<file path="config.mk">
export PLATFORM = sky130hd
export DESIGN_NAME = amb_hakem
export DESIGN_NICKNAME = d
export VERILOG_FILES = /design/src/rtl/amb_hakem_pkg.sv /design/src/rtl/hakem_rr2.sv /design/src/rtl/amb_hakem.sv
export SDC_FILE = /design/constraint.sdc
export NUM_CORES = 1
export LEC_CHECK = 0
export CORE_MARGIN = 2
export CORE_UTILIZATION = 25
export CTS_CLUSTER_SIZE = 25
export DETAILED_ROUTE_END_ITERATION = 10
export GPL_ROUTABILITY_DRIVEN = 0
export PLACE_DENSITY = 0.58
export SYNTH_ARGS = -nofsm -noshare
export SYNTH_HDL_FRONTEND = slang
export SYNTH_SLANG_ARGS = --single-unit
</file>
<file path="constraint.sdc">
create_clock -name clk_i -period 5.5 [get_ports clk_i]
set_input_delay 1.375 -clock clk_i [delete_from_list [all_inputs] [get_ports clk_i]]
set_output_delay 1.375 -clock clk_i [all_outputs]
set_load 0.05 [all_outputs]
</file>
<file path="src/rtl/amb_hakem_pkg.sv">
// Shared types for the amb front-end arbiter: FSM encodings and default widths.
package amb_hakem_pkg;
  localparam int AMB_VERI_BIT    = 32;
  localparam int UOP_AMB_BIT     = 5;
  localparam int ETIKET_BIT_VARS = 4;

  typedef enum logic [1:0] {
    BOSTA = 2'd0,
    CALIS = 2'd1,
    YANIT = 2'd2
  } durum_t;
endpackage

</file>
<file path="src/rtl/hakem_rr2.sv">
// Two-way round-robin grant; combinational grant, last winner updated only on guncelle_i.
// On a tie the port that did not win last time is granted.
module hakem_rr2 (
  input  logic       clk_i,
  input  logic       rst_i,
  input  logic [1:0] istek_i,
  input  logic       guncelle_i,
  output logic [1:0] grant_o
);
  logic son_kazanan_d, son_kazanan_q;

  always_comb begin
    grant_o[0]    = istek_i[0] & (~istek_i[1] | son_kazanan_q);
    grant_o[1]    = istek_i[1] & (~istek_i[0] | ~son_kazanan_q);
    son_kazanan_d = son_kazanan_q;
    if (guncelle_i) son_kazanan_d = grant_o[1];
  end

  // Reset to port 1 so port 0 takes the first tie.
  always_ff @(posedge clk_i) begin
    if (rst_i) son_kazanan_q <= 1'b1;
    else       son_kazanan_q <= son_kazanan_d;
  end
endmodule

</file>
<file path="src/rtl/amb_hakem.sv">
// Arbitrates two micro-op ports onto amb; accept->response in 2 cycles for single-cycle ops.
// Requests stall in CALIS/YANIT; the response is held until sonuc_hazir_i; iptal_i flushes.
module amb_hakem
  import amb_hakem_pkg::*;
#(
  parameter int VERI_BIT    = AMB_VERI_BIT,
  parameter int UOP_BIT     = UOP_AMB_BIT,
  parameter int ETIKET_BIT  = ETIKET_BIT_VARS,
  parameter int ZAMAN_ASIMI = 64
) (
  input  logic                  clk_i,
  input  logic                  rst_i,
  input  logic                  istek0_gecerli_i,
  output logic                  istek0_hazir_o,
  input  logic [UOP_BIT-1:0]    istek0_kod_i,
  input  logic [VERI_BIT-1:0]   istek0_islec1_i,
  input  logic [VERI_BIT-1:0]   istek0_islec2_i,
  input  logic [ETIKET_BIT-1:0] istek0_etiket_i,
  input  logic                  istek1_gecerli_i,
  output logic                  istek1_hazir_o,
  input  logic [UOP_BIT-1:0]    istek1_kod_i,
  input  logic [VERI_BIT-1:0]   istek1_islec1_i,
  input  logic [VERI_BIT-1:0]   istek1_islec2_i,
  input  logic [ETIKET_BIT-1:0] istek1_etiket_i,
  output logic [UOP_BIT-1:0]    amb_kod_o,
  output logic                  amb_kod_gecerli_o,
  output logic [VERI_BIT-1:0]   amb_islec1_o,
  output logic [VERI_BIT-1:0]   amb_islec2_o,
  input  logic [VERI_BIT-1:0]   amb_sonuc_i,
  input  logic                  amb_gecerli_i,
  output logic                  sonuc_gecerli_o,
  input  logic                  sonuc_hazir_i,
  output logic [VERI_BIT-1:0]   sonuc_o,
  output logic                  sonuc_kaynak_o,
  output logic [ETIKET_BIT-1:0] sonuc_etiket_o,
  output logic                  sonuc_hata_o,
  input  logic                  iptal_i
);
  localparam int SAYAC_W = $clog2(ZAMAN_ASIMI);
  localparam logic [SAYAC_W-1:0] SAYAC_SON = SAYAC_W'(ZAMAN_ASIMI - 1);

  durum_t                durum_d, durum_q;
  logic [UOP_BIT-1:0]    kod_d, kod_q;
  logic [VERI_BIT-1:0]   islec1_d, islec1_q, islec2_d, islec2_q;
  logic [VERI_BIT-1:0]   sonuc_d, sonuc_q;
  logic [ETIKET_BIT-1:0] etiket_d, etiket_q;
  logic                  kaynak_d, kaynak_q, hata_d, hata_q;
  logic [SAYAC_W-1:0]    sayac_d, sayac_q;
  logic [1:0]            grant;
  logic                  kabul;

  hakem_rr2 u_rr (
    .clk_i      (clk_i),
    .rst_i      (rst_i),
    .istek_i    ({istek1_gecerli_i, istek0_gecerli_i}),
    .guncelle_i (kabul),
    .grant_o    (grant)
  );

  assign istek0_hazir_o    = (durum_q == BOSTA) & ~iptal_i & grant[0];
  assign istek1_hazir_o    = (durum_q == BOSTA) & ~iptal_i & grant[1];
  assign kabul             = istek0_hazir_o | istek1_hazir_o;
  assign amb_kod_gecerli_o = (durum_q == CALIS);
  assign amb_kod_o         = kod_q;
  assign amb_islec1_o      = islec1_q;
  assign amb_islec2_o      = islec2_q;
  assign sonuc_gecerli_o   = (durum_q == YANIT);
  assign sonuc_o           = sonuc_q;
  assign sonuc_kaynak_o    = kaynak_q;
  assign sonuc_etiket_o    = etiket_q;
  assign sonuc_hata_o      = hata_q;

  always_comb begin
    durum_d  = durum_q;
    kod_d    = kod_q;
    islec1_d = islec1_q;
    islec2_d = islec2_q;
    etiket_d = etiket_q;
    kaynak_d = kaynak_q;
    sonuc_d  = sonuc_q;
    hata_d   = hata_q;
    sayac_d  = sayac_q;
    case (durum_q)
      BOSTA: begin
        sayac_d = '0;
        if (kabul) begin
          kod_d    = istek1_hazir_o ? istek1_kod_i    : istek0_kod_i;
          islec1_d = istek1_hazir_o ? istek1_islec1_i : istek0_islec1_i;
          islec2_d = istek1_hazir_o ? istek1_islec2_i : istek0_islec2_i;
          etiket_d = istek1_hazir_o ? istek1_etiket_i : istek0_etiket_i;
          kaynak_d = istek1_hazir_o;
          durum_d  = CALIS;
        end
      end
      CALIS: begin
        // A result arriving on the watchdog's last cycle still counts as success.
        if (amb_gecerli_i) begin
          sonuc_d = amb_sonuc_i;
          hata_d  = 1'b0;
          durum_d = YANIT;
        end else if (sayac_q == SAYAC_SON) begin
          sonuc_d = '0;
          hata_d  = 1'b1;
          durum_d = YANIT;
        end else begin
          sayac_d = sayac_q + SAYAC_W'(1);
        end
      end
      YANIT: begin
        if (sonuc_hazir_i) durum_d = BOSTA;
      end
      default: durum_d = BOSTA;
    endcase
    if (iptal_i) begin
      durum_d = BOSTA;
      sayac_d = '0;
    end
  end

  always_ff @(posedge clk_i) begin
    if (rst_i) begin
      durum_q  <= BOSTA;
      kod_q    <= '0;
      islec1_q <= '0;
      islec2_q <= '0;
      etiket_q <= '0;
      kaynak_q <= 1'b0;
      sonuc_q  <= '0;
      hata_q   <= 1'b0;
      sayac_q  <= '0;
    end else begin
      durum_q  <= durum_d;
      kod_q    <= kod_d;
      islec1_q <= islec1_d;
      islec2_q <= islec2_d;
      etiket_q <= etiket_d;
      kaynak_q <= kaynak_d;
      sonuc_q  <= sonuc_d;
      hata_q   <= hata_d;
      sayac_q  <= sayac_d;
    end
  end
endmodule
</file>
## After elaboration in Yosys (flattened, before gate mapping)

Index checks and enable logic that the tools add are counted.

| storage, ports and cells | value |
|---|---|
| bits in registers | 116 |
| memory bits (writable) | 0 |
| bits in latches | 0 |
| input bits | 185 |
| word-level logic and storage cells | 55 |
| memory bits (read-only) | 0 |
| memories kept | 0 |
| output and inout port bits | 111 |

| cells by class | value |
|---|---|
| bitwise gates (word level) | 12 |
| equal/unequal tests | 8 |
| shift-type cells | 0 |
| magnitude comparators | 0 |
| multiply operators | 0 |
| divide/modulo/power cells | 0 |
| multiplexer cells | 16 |
| reduce and logical (&&, ||, !) cells | 8 |
| add/subtract/negate cells | 1 |

Operator list:

| cell | count |
|---|---|
| 32-bit 2-to-1 mux | 4 |
| 6-bit 2-to-1 mux | 2 |
| 6-bit case mux with 2 select lines | 1 |
| 2-bit 2-to-1 mux | 4 |
| 6-bit by 1-bit adder with 6-bit output, second input constant | 1 |
| 6-bit == test, second input constant | 1 |
| 2-bit inequality test, second input constant | 3 |
| 2-bit case mux with 3 select lines | 1 |
| 3-bit AND reduction | 2 |
| 1-bit bitwise AND | 5 |
| 5-bit 2-to-1 mux | 1 |
| 4-bit 2-to-1 mux | 1 |
| 1-bit NOT | 4 |
| 2-bit AND reduction | 2 |
| 2-bit nonzero test | 2 |
| 3-bit by 1-bit inequality test with 1-bit output, second input constant | 1 |
| 1-bit OR | 3 |
| 2-bit by 1-bit == test with 1-bit output, second input constant | 1 |
| 2-bit == test, second input constant | 1 |
| 2-bit zero test | 1 |
| 1-bit 2-to-1 mux | 2 |
| 2-bit by 1-bit inequality test with 1-bit output, second input constant | 1 |
| 2-bit OR reduction | 1 |

## Logic depth before layout (Yosys ltp)

Gate-level depths: netlist of run 1.

| depth | value |
|---|---|
| depth in word-level cells | 7 |
| mapped depth | 8 |
| mapped depth without buffers | 5 |

## By module

Synthesis of run 1 repeated with hierarchy kept, for this count alone.

| second synthesis, totals | value |
|---|---|
| cells, all modules | 559 |
| area, all modules | 4763.3 um2 |

By module, submodules not included:

| module | area each (um2) | sequential area each (um2) | instances | cells an instance |
|---|---|---|---|---|
| amb_hakem | 4709.5 | 2302.2 | 1 | 553 |
| hakem_rr2 | 53.8 | 20.0 | 1 | 6 |

## Worst setup path before layout of run 1

Ideal clock, no wire load.

| timing path | value |
|---|---|
| kind | in2out |
| start | input iptal_i |
| end | output istek0_hazir_o |
| data required time | 4125 ps |
| path buffers | 2 |
| stages on the path | 5 |
| data arrival time | 2420 ps |
| path slack | 1705 ps |
| cell sequence | nor3_1 nand3_1 buf_4 buf_2 inv_1 |

| between the ends | value |
|---|---|
| longest elaborated chain between the ends | 3 |

Ends and longest elaborated chain:

| what | line | text |
|---|---|---|
| start, declared | amb_hakem.sv:37 | `input logic iptal_i` |
| 1-bit NOT | amb_hakem.sv:60 | `assign istek0_hazir_o = (durum_q == BOSTA) & ~iptal_i & grant[0];` |
| 1-bit bitwise AND (2 in series) | amb_hakem.sv:60 |  |
| end, declared | amb_hakem.sv:14 | `output logic istek0_hazir_o,` |

No other way between the ends.

## Final worst setup path of run 1

| timing path | value |
|---|---|
| start | input iptal_i |
| end | output istek1_hazir_o |

| between the ends | value |
|---|---|
| longest elaborated chain between the ends | 3 |

Ends and longest elaborated chain:

| what | line | text |
|---|---|---|
| 1-bit NOT | amb_hakem.sv:61 | `assign istek1_hazir_o = (durum_q == BOSTA) & ~iptal_i & grant[1];` |
| 1-bit bitwise AND (2 in series) | amb_hakem.sv:61 |  |
| end, declared | amb_hakem.sv:20 | `output logic istek1_hazir_o,` |

No other way between the ends.

==> results.yml, run 1 <==
outcome:
  status: "complete, no violations"
logic_synthesis:
  yosys_most_used_dff: "dfxtp_1"
  async_reset_ff_share_pct: 0
  ys.warnings.count: 0
  synth_cell_types: 37
  syn_area_per_cell_um2: 9.04
  yosys-top-cells-area: "dfxtp_1 48%, mux2i_1 15%, a211oi_1 11%"
  synth_area_leader_cell: "dfxtp_1"
  synth_seq_cells: 116
  synth_top_area_share_pct: 47.6
  synth_area_mm2: 0.00488
  ys_top_cells_by_count: "116 x dfxtp_1, 78 x nor2_1, 74 x mux2i_1"
  synth_edf_count: 0
  syn-num-nets: 726
  yosysMostFrequentCell: "dfxtp_1"
  seq_area_frac_synth_pct: 47.6
  synth_cells: 540
power:
  powerDensity_mw_per_mm2: 311
  ir_drop_mv: 0.190
  power_w: 0.00270
  p_leak_nw: 3.44
clocking:
  hold_buffers: 0
  clk_path_buf_depth: 2
  post_cts_buffers: 0
  htree_num_levels: 4
  clkLatencyLatePin_ns: 0.41
  cts-root-buf: "clkbuf_16"
  path_clk_slew_ns: 0.05
  cts_tree: "done"
  cts_made_buffers: 17
  cts_resized: 0
  clock-sinks: 116
critical_path:
  worstPathCellList: "clkdlybuf4s50_1, nor3_1, nand3_4, inv_1, buf_12"
  crit_arrival_ns: 2.73
  worstSetupEndpointType: "primary output"
  crit_family: "buffers and inverters"
  cpPeakStageDelay_ns: 0.49
  r2r-start: "durum_q[1]"
  worst_setup_path_start_kind: "input pin"
  cp_max_fo: 3
  cp_num_buf_inv: 3
  reg2regPathDepth: 6
  r2r_slack_ns: 2.83
  r2r-end: "amb_islec1_o[10]"
  critPathLaunch: "iptal_i"
  path_class: "input pin to primary output"
  cpMaxStageDelayCell: "nor3_1"
  crit_required_ns: 4.12
final_layout:
  nFillCells: 1896
  area_delta_synth_final_pct: 78.1
  num-nets-final: 998
  multi_input_area_mm2: 0.00237
  final_core_util_pct: 45.0
  drive_gt1_share_pct: 5.94
  seq_area_mm2: 0.00232
  design_area_mm2: 0.00869
route:
  drtIter0Drc: 144
  wl_met1_um: 6800
  top_layer_used: "met4"
  vias: 4960
  detail-route-antenna-nets: 0
  viasPerCell: 4.55
  wl_per_cell_um: 15.2
  drtPass1Iterations: 4
  wl_met2_um: 7600
  routed_wl_um: 16600
  dr_wl_met3_um: 1940
  remaining_drc_errors: 0
floorplan:
  core_area_mm2: 0.0193
  dieArea_mm2: 0.0207
  die_w_um: 144
  die_h_um: 144
  pin_count: 296
  rows: 51
  initial_core_util_pct: 25.2
placement:
  hpwl_um: 11500
  port_buffers: 295
  place_area_mm2: 0.00807
timing:
  final_max_slew_viol_count: 0
  finalSetupViolations: 0
  fmax_ghz: 0.244
  hold_viol_final: 0
  rsz0062_at_grt: "no"
  relSlewSlack_pct: 36.3
  finalCritPeriodShare_pct: 74.6
  skew_ns: 0.00687
  fin_tns_setup_ns: 0
  finalWorstPathRequiredPeriod_ns: 4.10
  tightest_slew_ns: 0.956
grt:
  antenna_found_initial: 1
  grt_pass1_wl_um: 25600
  grt-ovfl-total: 0
  gr-usage-all-layers_pct: 16.0
  grt_max_degree: 82
  first_global_vias: 4856
flow_run:
  max_cap_viol_count: 0
hold_path:
  whs_endpoint: "sonuc_kaynak_o"
  holdPathStages: 2
  worstHoldPathType: "register to register"
  hold_start: "sonuc_kaynak_o"
state kept, by name (all words and copies together) (netlist names):
| register | flops |
|---|---|
| amb_islec1_o | 32 |
| amb_kod_o | 5 |
| durum_q | 2 |
| sonuc_etiket_o | 4 |
| u_rr.son_kazanan_q | 1 |
| sayac_q | 6 |
| amb_islec2_o | 32 |
| sonuc_o | 32 |
| sonuc_kaynak_o | 1 |
| sonuc_hata_o | 1 |
cells by family after synthesis:
family | after synthesis | share of synthesized area [%]
AO/OA/AOI/OAI | 154 | 20.1
adder cells (fa/ha/maj) | 1 | 0.256
buffers and inverters | 54 | 4.51
flip-flops | 116 | 47.6
multiplexers | 74 | 15.2
AND/OR/NAND/NOR | 141 | 12.3
placed cells by master, fill, tap and decap left out, types with 4 or more instances in the layout:
master and instances:
bufinv_16 4, buf_4 9, nand3_1 5, mux2i_1 74, o21ai_0 34, a211oi_1 73
nand2_1 39, clkbuf_16 17, clkdlybuf4s50_1 292, dfxtp_1 116, a21oi_1 35, nor2_1 78
inv_1 4
worst reg2reg max path, stage by stage (launching register included):
cell and delay (ns):
dfxtp_1 0.57, nor3_1 0.21, nand3_4 0.12, buf_4 0.63, buf_4 0.68, nor2_1 0.12
a211oi_1 0.25
area by class of cell:
cell class	instances	share of cell area, %
Inverter	4	0.173
Multi-Input combinational cell	370	27.2
Clock buffer	20	5.14
Tap cell	265	3.81
Timing Repair Buffer	303	34.9
Sequential cell	116	26.7
Antenna cell	1	0.0288
Clock inverter	12	2.06
power by group:
| part | switching [W] | internal [W] | total (W) |
|---|---|---|---|
| sequential | 0.0000301 | 0.000895 | 0.000925 |
| clock | 0.000411 | 0.000771 | 0.00118 |
| combinational | 0.000327 | 0.000269 | 0.000596 |
| total | 0.000769 | 0.00193 | 0.00270 |
metrics by stage:
step / worst slack (ns) / instances / hold WS (ns)
floorplan: 1.70 / 540 / 0.450
global placement: 1.39 / 1058 / 0.444
detailed placement: 1.37 / 1058 / 0.453
CTS: 1.37 / 1090 / 0.460
global route: 1.28 / 1090 / 0.493
finish: 1.40 / 1091 / 0.460
worst max path at each step:
stage / endpoint / slack [ns] / cells after the start
2_1_floorplan: istek0_hazir_o / 1.70 / 5
3_3_place_gp: istek1_hazir_o / 1.39 / 5
3_5_place_dp: istek1_hazir_o / 1.37 / 5
4_1_cts: istek1_hazir_o / 1.37 / 5
5_1_grt: istek1_hazir_o / 1.28 / 5
6_report: istek1_hazir_o / 1.40 / 5
per-layer routing:
metal	vias up	GRT usage [%]
li1	2484	-
met1	2245	18.3
met2	214	26.2
met3	17	7.26
met4	0	6.09
met5	-	0
Note: power is estimated with default switching activity, not from simulation.
==> inputs of run 2 (changes only) <==
clock period = 4.2 ns   (was 5.5 ns; I/O delays follow)
==> results.yml, run 2 (synthesis gave the netlist of run 1 again) <==
outcome:
  status: "complete, no violations"
grt:
  grt-ovfl-total: 0
  grt_max_degree: 149
  gr-usage-all-layers_pct: 15.9
  antenna_found_initial: 0
  grt_pass1_wl_um: 25700
  first_global_vias: 4944
route:
  remaining_drc_errors: 0
  wl_per_cell_um: 15.3
  viasPerCell: 4.55
  drtPass1Iterations: 4
  drtIter0Drc: 162
  vias: 4947
  routed_wl_um: 16700
  detail-route-antenna-nets: 0
placement:
  port_buffers: 295
  place_area_mm2: 0.00808
  place_inst: 1057
  hpwl_um: 11400
final_layout:
  nFillCells: 1916
  drive_gt1_share_pct: 5.83
  final_core_util_pct: 45.1
  final_common_cell: "clkdlybuf4s50_1"
  final-instance-count-excl-fill: 1088
  design_area_mm2: 0.00872
  n_antenna_cell: 0
  num-nets-final: 997
  final_cell_mix: "292 x clkdlybuf4s50_1, 116 x dfxtp_1, 78 x nor2_1"
  area_delta_synth_final_pct: 78.6
critical_path:
  r2r-start: "durum_q[1]"
  path_class: "input pin to primary output"
  worst_setup_path_start_kind: "input pin"
  crit_arrival_ns: 2.44
  cpPeakStageDelay_ns: 0.50
  critPathLaunch: "iptal_i"
  worstSetupEndpointType: "primary output"
  worstPathCellList: "clkdlybuf4s50_1, nor3_1, nand3_4, inv_1, buf_12"
  cp_max_fo: 3
  crit_required_ns: 3.15
  cpMaxStageDelayCell: "nor3_1"
power:
  powerDensity_mw_per_mm2: 408
  ir_drop_mv: 0.233
  p_leak_nw: 3.46
  power_w: 0.00355
timing:
  fin_tns_setup_ns: 0
  relSlewSlack_pct: 55.4
  tightest_slew_ns: 0.669
  final_max_slew_viol_count: 0
  finalWorstPathRequiredPeriod_ns: 3.49
  fmax_ghz: 0.286
  rsz0062_at_grt: "no"
  hold_viol_final: 0
  skew_ns: 0.00792
  finalSetupViolations: 0
  finalCritPeriodShare_pct: 83.2
floorplan:
  die_h_um: 144
  core_area_mm2: 0.0193
  pin_count: 296
  initial_core_util_pct: 25.2
  die_w_um: 144
  dieArea_mm2: 0.0207
  rows: 51
clocking:
  hold_buffers: 0
  cts_resized: 0
  clock-sinks: 116
  post_cts_buffers: 0
  cts-root-buf: "clkbuf_16"
  cts_made_buffers: 17
  clkLatencyLatePin_ns: 0.40
  htree_num_levels: 4
  path_clk_slew_ns: 0.05
  clk_path_buf_depth: 2
  cts_tree: "done"
hold_path:
  worstHoldPathType: "register to register"
  hold_start: "sonuc_kaynak_o"
flow_run:
  max_cap_viol_count: 0
-- run 2: changes by cell type in the layout (fill, tap and decap cells not counted) --
cell	delta
buf_12	+2
clkinv_2	+1
clkinv_4	-2
inv_6	-1
buf_4	-3
clkinvlp_4	-1
diode_2	-1
clkbuf_1	-1
clkbuf_8	+3
-- run 2: cell type report --
class / instances / area [µm²] / area share (%)
clock inverters: 9 / 150 / 1.72
clock buffers: 22 / 484 / 5.55
repair buffers: 302 / 3050 / 35.0
inverters: 4 / 15.0 / 0.172
flip-flops and latches: 116 / 2320 / 26.6
multi-input cells: 370 / 2370 / 27.2
well taps: 265 / 332 / 3.80
-- run 2: per-stage QoR --
step / hold WS [ns] / setup slack [ns]
floorplan: 0.450 / 1.05
global placement: 0.444 / 0.684
detailed placement: 0.455 / 0.695
CTS: 0.462 / 0.691
global route: 0.488 / 0.623
finish: 0.465 / 0.705
-- run 2: critical path: cells and delay by family --
kind / cells / cell delay, ns
buffers and inverters: 3 / 0.74
and+or+nand+nor: 2 / 0.65
-- run 2: routing by layer --
layer | track usage [%] | part of all wire (%) | vias up
met5 | 0 | 0 | -
met4 | 5.11 | 1.2 | 0
met3 | 6.73 | 10 | 16
met2 | 25.6 | 46 | 209
met1 | 19.0 | 43 | 2243
li1 | - | - | 2479
-- run 2: worst paths after layout --
path         slack, ns               to  cells after the start
max               0.71   istek1_hazir_o                      5
min               0.47   sonuc_kaynak_o                      2
max reg2reg       2.08  amb_islec1_o[3]                      5
min reg2reg       0.47   sonuc_kaynak_o                      2
-- run 2: report_power, final --
group	switching (W)	total, W	internal [W]
Combinational	0.000431	0.000784	0.000354
Sequential	0.0000389	0.00121	0.00117
Clock	0.000508	0.00156	0.00105
